### src/rtl/fft_peak_pkg.sv
// Shared types and default sizing for the FFT peak tracker.
package fft_peak_pkg;
  typedef enum logic {
    ST_IDLE = 1'b0,
    ST_SCAN = 1'b1
  } state_e;

  localparam int DEF_DATA_W = 12;
  localparam int DEF_N_BINS = 256;
endpackage

### src/rtl/fft_peak_cmp.sv
// Running-maximum register: load seeds the max, en folds in a new bin (strictly greater wins).
// nxt_* expose the post-update value so the final beat can be captured in the same cycle.
module fft_peak_cmp #(
  parameter int DATA_W = 12,
  parameter int IDX_W  = 8
) (
  input  logic              clk_in,
  input  logic              reset_n,
  input  logic              load,
  input  logic              en,
  input  logic [DATA_W-1:0] mag,
  input  logic [IDX_W-1:0]  idx,
  output logic [DATA_W-1:0] nxt_mag,
  output logic [IDX_W-1:0]  nxt_idx
);
  logic [DATA_W-1:0] mag_q, mag_d;
  logic [IDX_W-1:0]  idx_q, idx_d;

  always_comb begin
    mag_d = mag_q;
    idx_d = idx_q;
    if (load) begin
      mag_d = mag;
      idx_d = idx;
    end else if (en && (mag > mag_q)) begin
      mag_d = mag;
      idx_d = idx;
    end
  end

  always_ff @(posedge clk_in or negedge reset_n) begin
    if (!reset_n) begin
      mag_q <= '0;
      idx_q <= '0;
    end else begin
      mag_q <= mag_d;
      idx_q <= idx_d;
    end
  end

  assign nxt_mag = mag_d;
  assign nxt_idx = idx_d;
endmodule

### src/rtl/fft_peak_tracker.sv
// Per-frame FFT magnitude peak finder with frame-format checking.
// Define FFT_PEAK_DC_SKIP_EN to exclude bin 0 (DC) from the peak search.
module fft_peak_tracker
  import fft_peak_pkg::*;
#(
  parameter  int DATA_W = DEF_DATA_W,
  parameter  int N_BINS = DEF_N_BINS,
  localparam int IDX_W  = $clog2(N_BINS)
) (
  input  logic              clk_in,
  input  logic              reset_n,
  input  logic              in_valid,
  input  logic              in_sop,
  input  logic              in_eop,
  input  logic [DATA_W-1:0] in_mag,
  input  logic [DATA_W-1:0] threshold,
  output logic              out_valid,
  output logic [IDX_W-1:0]  out_index,
  output logic [DATA_W-1:0] out_mag,
  output logic              out_no_peak,
  output logic              out_frame_err,
  output logic              busy
);
  localparam logic [IDX_W-1:0] LAST_IDX = IDX_W'(N_BINS - 1);

  state_e            state_q;
  logic [IDX_W-1:0]  cnt_q;
  logic [1:0]        rst_sync_q;
  logic              out_valid_q, out_frame_err_q, out_no_peak_q;
  logic [IDX_W-1:0]  out_index_q;
  logic [DATA_W-1:0] out_mag_q;

  logic [IDX_W-1:0]  beat_idx;
  logic              sync_ok, cmp_load, cmp_en;
  logic [DATA_W-1:0] cmp_mag, nxt_mag;
  logic [IDX_W-1:0]  cmp_idx, nxt_idx;
  logic [IDX_W-1:0]  sop_idx;

  assign beat_idx = cnt_q + IDX_W'(1);
  assign sync_ok  = rst_sync_q[1];
  assign cmp_load = in_valid && in_sop && sync_ok;
  assign cmp_en   = in_valid && !in_sop && (state_q == ST_SCAN);

`ifdef FFT_PEAK_DC_SKIP_EN
  // DC bin is seeded as a zero at index 1 so bin 1 wins an all-zero frame.
  assign sop_idx = IDX_W'(1);
  assign cmp_mag = in_sop ? '0 : in_mag;
`else
  assign sop_idx = '0;
  assign cmp_mag = in_mag;
`endif

  assign cmp_idx = cmp_load ? sop_idx : beat_idx;

  fft_peak_cmp #(
    .DATA_W (DATA_W),
    .IDX_W  (IDX_W)
  ) u_cmp (
    .clk_in  (clk_in),
    .reset_n (reset_n),
    .load    (cmp_load),
    .en      (cmp_en),
    .mag     (cmp_mag),
    .idx     (cmp_idx),
    .nxt_mag (nxt_mag),
    .nxt_idx (nxt_idx)
  );

  // Reset asserts asynchronously; release walks through rst_sync_q before a frame may start.
  always_ff @(posedge clk_in or negedge reset_n) begin
    if (!reset_n) begin
      state_q         <= ST_IDLE;
      cnt_q           <= '0;
      rst_sync_q      <= '0;
      out_valid_q     <= 1'b0;
      out_frame_err_q <= 1'b0;
      out_no_peak_q   <= 1'b0;
      out_index_q     <= '0;
      out_mag_q       <= '0;
    end else begin
      rst_sync_q      <= {rst_sync_q[0], 1'b1};
      out_valid_q     <= 1'b0;
      out_frame_err_q <= 1'b0;
      case (state_q)
        ST_IDLE: begin
          if (in_valid && in_sop && sync_ok) begin
            cnt_q <= '0;
            if (in_eop) out_frame_err_q <= 1'b1;
            else        state_q         <= ST_SCAN;
          end
        end
        ST_SCAN: begin
          if (in_valid) begin
            if (in_sop) begin
              out_frame_err_q <= 1'b1;
              cnt_q           <= '0;
              if (in_eop) state_q <= ST_IDLE;
            end else if (in_eop && (beat_idx == LAST_IDX)) begin
              out_valid_q   <= 1'b1;
              out_index_q   <= nxt_idx;
              out_mag_q     <= nxt_mag;
              out_no_peak_q <= (nxt_mag < threshold);
              cnt_q         <= '0;
              state_q       <= ST_IDLE;
            end else if (in_eop || (beat_idx == LAST_IDX)) begin
              out_frame_err_q <= 1'b1;
              cnt_q           <= '0;
              state_q         <= ST_IDLE;
            end else begin
              cnt_q <= beat_idx;
            end
          end
        end
        default: state_q <= ST_IDLE;
      endcase
    end
  end

  assign out_valid     = out_valid_q;
  assign out_frame_err = out_frame_err_q;
  assign out_index     = out_index_q;
  assign out_mag       = out_mag_q;
  assign out_no_peak   = out_no_peak_q;
  assign busy          = (state_q == ST_SCAN);
endmodule

### config.mk
export PLATFORM = sky130hd
export DESIGN_NAME = fft_peak_tracker
export DESIGN_NICKNAME = d
export VERILOG_FILES = /design/src/rtl/fft_peak_pkg.sv /design/src/rtl/fft_peak_cmp.sv /design/src/rtl/fft_peak_tracker.sv
export SDC_FILE = /design/constraint.sdc
export NUM_CORES = 1
export LEC_CHECK = 0
export ABC_CLOCK_PERIOD_IN_PS = 2900
export CORE_UTILIZATION = 48
export CTS_CLUSTER_SIZE = 20
export DETAILED_ROUTE_END_ITERATION = 6
export GPL_ROUTABILITY_DRIVEN = 0
export GPL_TIMING_DRIVEN = 1
export PLACE_DENSITY = 0.78
export SKIP_LAST_GASP = 1
export SYNTH_ARGS = -nofsm -noshare
export SYNTH_HDL_FRONTEND = slang
export SYNTH_SLANG_ARGS = --single-unit
### constraint.sdc
create_clock -name clk_in -period 2.9 [get_ports clk_in]
set_input_delay 0.58 -clock clk_in [delete_from_list [all_inputs] [get_ports clk_in]]
set_output_delay 0.58 -clock clk_in [all_outputs]
set_load 0.01 [all_outputs]
==> flow_metrics.tcl, run 1 <==
set metrics [dict create \
    overflow 0 \
    drive_gt1_share_pct 34.4 \
    synthAdderAreaFrac_pct 11.6 \
    synth_area_leader_cell "dfrtp_1" \
    synth.top_cells.by_area "dfrtp_1, ha_1, nand2_1" \
    cts_sinks 54 \
    p_sw_mw 0.688 \
    startpoint_type "register" \
    layout.area.seq_sq_um 1350 \
    min_period_over_period_pct 110 \
    fp-row-count 28 \
    ant_nets 0 \
    combPwrFrac_pct 34.8 \
    grt_pass1_vias 3089 \
    timing.max_cap.violations 0 \
    path_max_fanout 5 \
    setup_viol 1 \
    rsz0062_at_grt "true" \
    muxShareOfSynthArea_pct 3.23 \
    root_buffer "clkbuf_8" \
    avgSynthCellArea_sq_um 9.72 \
    pre_cts_ws_ps -974 \
    status "finished with violations" \
    die_h_um 81.3 \
    crit_slowest_cell "dfrtp_1" \
    switching_share_pct 29.8 \
    synth_xor_xnor_area_share_pct 1.74 \
    cp.buffers_inverters 4 \
    hpwlAfterDp_um 5740 \
    skew_ps 8.49 \
    final_core_util_pct 77.5 \
    drv_slew 0 \
    synth_cells 311 \
    dr.pass1.iters 5 \
    min_to "rst_sync_q[1]" \
    antenna_found_initial 0 \
    wirelength_um 9660 \
    power_per_cell_area_nw_per_um2 498 \
    n_antenna_cell 0 \
    path_depth 18 \
    worst_ep_arrival_time_ps 3440 \
    yosys_warnings 0 \
    rr_worst_depth 18 \
    crit_type "reg -> reg" \
    vias 3085 \
    cts_buffers 5 \
    yosysSeqAreaShare_pct 44.7 \
    track_usage_pct 28.8 \
    nNetsFinal 504 \
    endpoint_kind "register" \
    cts_tree "done" \
    grt_pass1_wl_um 14300 \
    htreeDepth 2 \
    ys_seq_elements 54 \
    clk_pin_slew_ps 100 \
    n_fill_cell 346 \
    hp-start "rst_sync_q[0]" \
    fmax_mhz 314 \
    max_stage_delay_ps 390 \
    ios 53 \
    worstReg2RegStart "u_cmp.mag_q[11]" \
    min_path_cells 0 \
    io_buffers 52 \
    grt_max_degree 55 \
    rr_endpoint "out_no_peak" \
    synth_area_sq_um 3020 \
    core-area_sq_um 5990 \
    drtIter0Drc 277 \
    hold_path.class "reg -> reg" \
    cpMostUsedCell "buf_4" \
    max_slew.worst_pin.slew_ps 703 \
    syn_to_final_growth_pct 53.7 \
    synth-simple-area-share_pct 16.3 \
    hold_viol 0 \
    ir_drop_mv 0.329 \
    multi_input_comb_area_sq_um 1760 \
    worst-r2r-setup-slack_ps -290 \
    cp_cell_sequence "inv_1, ha_4, nand4_1, nor2_2, buf_4, a21oi_4, buf_4, o31ai_4, buf_4, nand3_1, nand2_1, ha_2, a21o_1, a21o_1, a211o_1, a22oi_2, nand3_1, o21ai_1" \
    synth.most_common_cell "dfrtp_1" \
    synthArstFlopShare_pct 100 \
    synth_commonest_cells "dfrtp_1, nand2_1, inv_1" \
    synth_ff_type "dfrtp_1" \
    avgRoutedWirePerCell_um 18.5 \
    relSlewSlack_pct 53.1 \
    synth_top_family_by_area "compound AO/OA/AOI/OAI gates" \
    start_util_pct 50.4 \
    cp_top_family "compound AO/OA/AOI/OAI gates" \
    fin_crit_ps 3190 \
    clockBufferDepth 2 \
    syn-num-nets 368 \
    p_clk_share_pct 27.5 \
    yosysTopAreaCellShare_pct 44.7 \
    synth_edf_count 0 \
    seqPwrFrac_pct 37.7 \
    layout_setup_ws_ps -286 \
    die_w_um 81.3 \
    vias_per_cell 5.90 \
    critPathRequiredTime_ps 3160 \
    synth_cell_types 49 \
    power.leakage_nw 2.22 \
    synth-compound-area-share_pct 16.6 \
    clk_latency_ps 320 \
    drcViolationCount 0 \
    violations "setup timing" \
    p_int_mw 1.62 \
    die_area_sq_um 6620 \
]
-- final cells by class --
type,count,share of cell area (%)
clock inverters,2,1.29
inverters,30,2.51
well taps,75,2.02
clock buffers,6,1.78
multi-input cells,215,38.0
flip-flops and latches,54,29.1
repair buffers,141,25.3
-- cell families after synthesis --
kind of cell               count (synthesis)
AOI/OAI and AO/OA                         69
xor gates and xnor gates                   6
adders and majority gates                 28
buffers and inverters                     42
DFF                                       54
muxes                                      9
other                                      1
and+or+nand+nor                          102
-- power groups by stage --
stage	Clock, mW	Combinational, mW	Sequential [mW]
after floorplan	0	0.311	0.871
after global placement	0	0.556	0.873
after detailed placement	0	0.585	0.877
after CTS	0.628	0.693	0.866
after global routing	0.659	0.872	0.877
final	0.635	0.804	0.872
-- worst max path at each step --
stage / endpoint / slack [ps] / from
final: out_no_peak / -290 / u_cmp.mag_q[11]
after global routing: out_no_peak / -420 / u_cmp.mag_q[1]
after CTS: out_no_peak / -260 / u_cmp.mag_q[1]
after detailed placement: out_no_peak / -970 / in_mag[1]
after global placement: out_no_peak / -900 / in_mag[1]
after floorplan: out_no_peak / -310 / in_mag[11]
-- routing by layer --
metal  routed length [um]  global-route usage, %  vias up  part of all wire [%]
li1                     -                      -     1370                     -
met1                 3870                   32.9     1525                    40
met2                 4890                   51.5      157                    51
met3                  620                   5.51       33                   6.4
met4                  280                   13.4        0                   2.9
met5                    0                      0        -                     0
-- timing repair --
item / in CTS / in global routing
setup endpoints to repair: 16 / 17
hold buffers: 0 / 0
resized for setup: 47 / 32
pin swaps: 29 / 24
setup buffers: 21 / 10
-- state kept, by name (all words and copies together) (netlist names) --
register / cells
busy: 1
cnt_q: 8
out_frame_err: 1
out_index: 8
out_mag: 12
out_no_peak: 1
out_valid: 1
rst_sync_q: 2
u_cmp.idx_q: 8
u_cmp.mag_q: 12
-- cells in the final DEF (no fill, tap or decap), types with 4 or more instances in the layout --
| cell type | netlist | layout |
|---|---|---|
| nand4_1 | 14 | 14 |
| nand2_1 | 32 | 30 |
| a21oi_1 | 6 | 5 |
| ha_4 | 0 | 12 |
| buf_6 | 1 | 5 |
| inv_1 | 29 | 25 |
| dfrtp_1 | 54 | 53 |
| o21ai_1 | 1 | 4 |
| o31ai_1 | 4 | 4 |
| clkdlybuf4s50_1 | 0 | 39 |
| buf_2 | 2 | 6 |
| a21o_1 | 8 | 8 |
| inv_2 | 0 | 4 |
| nor2_1 | 20 | 18 |
| buf_4 | 1 | 84 |
| mux2_2 | 6 | 4 |
| clkbuf_8 | 0 | 6 |
| nand3_1 | 19 | 16 |
| ha_1 | 28 | 15 |
| a31oi_1 | 6 | 6 |
| o21ai_0 | 18 | 13 |
| o211ai_1 | 7 | 7 |
-- metrics by stage --
step	hold slack, ps	TNS (ps)	cells	total power [mW]	cell area, sq um
after CTS	377	-455	516	2.19	4460
final	372	-286	523	2.31	4640
after floorplan	284	-313	311	1.18	3080
after global routing	386	-600	523	2.41	4640
after global placement	331	-1610	487	1.43	4090
after detailed placement	354	-1970	487	1.46	4090
Power figures use the tool's default switching activity.
==> run 2: changes to the inputs <==
MAX_ROUTING_LAYER = met4   (was not set)
SKIP_CTS_REPAIR_TIMING = 1   (was not set)
==> run 2 against run 1 <==
Net effect:
- the flow still finishes with violations (setup timing)
- via count fell by 3.2%
- worst hold slack improved by 2.0 ps
- clock skew fell by 1.2 ps
- cell count fell by 1.9%
- combinational power fell by 11%
- clock power fell by 0.9%
- largest power group unchanged
- count of clock-buffer cells in the layout did not move
- first-iteration DRC count fell by 23%
- setup slack got worse by 57 ps
- utilization fell by 0.96 points
==> flow_metrics.tcl, run 2 (same netlist as run 1, synthesis figures left out) <==
set metrics [dict create \
    overflow 0 \
    power_per_cell_area_nw_per_um2 483 \
    die_h_um 81.3 \
    syn_to_final_growth_pct 51.8 \
    stdcell_count 513 \
    path_max_fanout 8 \
    hold_path.class "in -> async" \
    dr.pass1.iters 5 \
    avgRoutedWirePerCell_um 17.5 \
    hpwlAfterDp_um 5740 \
    switching_share_pct 29.3 \
    crit_type "reg -> reg" \
    power.leakage_nw 2.28 \
    start_util_pct 50.4 \
    status "finished with violations" \
    core-area_sq_um 5990 \
    track_usage_pct 26.2 \
    cts_sinks 54 \
    clk_latency_ps 310 \
    ir_drop_mv 0.278 \
    die_area_sq_um 6620 \
    nNetsFinal 494 \
    hold_viol 0 \
    n_antenna_cell 0 \
    wirelength_um 9000 \
    antenna_found_initial 0 \
    skew_ps 7.34 \
    io_buffers 52 \
    fin_setup_tns_ps -343 \
    timing.max_cap.violations 0 \
    p_sw_mw 0.649 \
    endpoint_kind "register" \
    drtIter0Drc 212 \
    clockBufferDepth 2 \
    seqPwrFrac_pct 39.2 \
    startpoint_type "register" \
    grt_pass1_wl_um 12700 \
    place_inst 487 \
    fp-row-count 28 \
    htreeDepth 2 \
    drv_slew 0 \
    layout_common_cells "buf_4, dfrtp_1, clkdlybuf4s50_1" \
    combPwrFrac_pct 32.4 \
    rr_worst_depth 15 \
    rsz0062_at_grt "true" \
    final_common_cell "buf_4" \
    rr_endpoint "out_no_peak" \
    vias 2987 \
    ios 53 \
    worst_ep_arrival_time_ps 3490 \
    fmax_mhz 308 \
    drive_gt1_share_pct 30.1 \
    grt_max_degree 55 \
    violations "setup timing" \
    setup_viol 1 \
    root_buffer "clkbuf_8" \
    clk_pin_slew_ps 100 \
    relSlewSlack_pct 53.0 \
    critPathRequiredTime_ps 3150 \
    cts_buffers 5 \
    p_clk_share_pct 28.4 \
    die_w_um 81.3 \
    drcViolationCount 0 \
    grt_pass1_vias 2757 \
    min_period_over_period_pct 112 \
    p_int_mw 1.57 \
    vias_per_cell 5.82 \
    worstReg2RegStart "u_cmp.mag_q[1]" \
    ant_nets 0 \
    layout_setup_ws_ps -343 \
    cts_tree "done" \
    fin_crit_ps 3240 \
    worst-r2r-setup-slack_ps -340 \
    max_slew.worst_pin.slew_ps 705 \
    n_fill_cell 326 \
    final_core_util_pct 76.6 \
]
-- run 2: cell count changes in the layout (fill, tap and decap cells not counted), sizes merged --
cell / change
buf: -15
dlygate4sd2: -3
dlymetal6s2s: +12
clkdlybuf4s15: -4
-- run 2: power groups by stage --
| stage | sequential (mW) | clock, mW | combinational (mW) |
|---|---|---|---|
| floorplan | 0.871 | 0 | 0.311 |
| global placement | 0.873 | 0 | 0.556 |
| detailed placement | 0.877 | 0 | 0.585 |
| CTS | 0.863 | 0.628 | 0.591 |
| global route | 0.878 | 0.666 | 0.778 |
| finish | 0.870 | 0.629 | 0.718 |
-- run 2: worst max-delay path by stage --
stage	start	endpoint	slack, ps	cells past startpoint
after detailed placement	in_mag[1]	out_no_peak	-970	15
after global routing	u_cmp.mag_q[1]	out_no_peak	-470	15
final	u_cmp.mag_q[1]	out_no_peak	-340	15
after CTS	in_mag[1]	out_no_peak	-650	15
after floorplan	in_mag[11]	out_no_peak	-310	15
after global placement	in_mag[1]	out_no_peak	-900	15
-- run 2: through the flow --
step           hold WS [ps]  instance area [sq um]  worst slack (ps)  power, mW
2_1_floorplan           284                   3080              -313       1.18
3_5_place_dp            354                   4090              -974       1.46
3_3_place_gp            331                   4090              -895       1.43
6_report                374                   4590              -343       2.22
4_1_cts                 377                   4230              -655       2.08
5_1_grt                 386                   4590              -470       2.32
-- run 2: critical path, stage by stage (launching register included) --
cell	delay, ps
dfrtp_1	410
inv_2	70
ha_4	200
nor2b_4	120
o211ai_1	250
a21boi_2	100
o31a_4	430
o21ai_4	180
nand2_2	100
ha_4	220
a21o_1	150
a21o_1	170
a211o_1	330
a22oi_2	210
nand3_1	100
o21ai_1	130
-- run 2: layout make-up --
class / count / area, sq um / share of cell area [%]
multi-input cells: 215 / 1730 / 37.8
flip-flops and latches: 54 / 1350 / 29.5
repair buffers: 131 / 1150 / 25.1
inverters: 30 / 116 / 2.54
well taps: 75 / 93.8 / 2.05
clock buffers: 6 / 82.6 / 1.80
clock inverters: 2 / 60.1 / 1.31
-- run 2: metal layers --
layer,track usage (%),share of wire (%),wire length [um],vias to the layer above
met4,6.96,2.3,206,0
li1,-,-,-,1352
met2,44.5,52,4630,132
met1,32.5,40,3610,1478
met3,3.82,6.0,542,25
met5,-,0,0,-
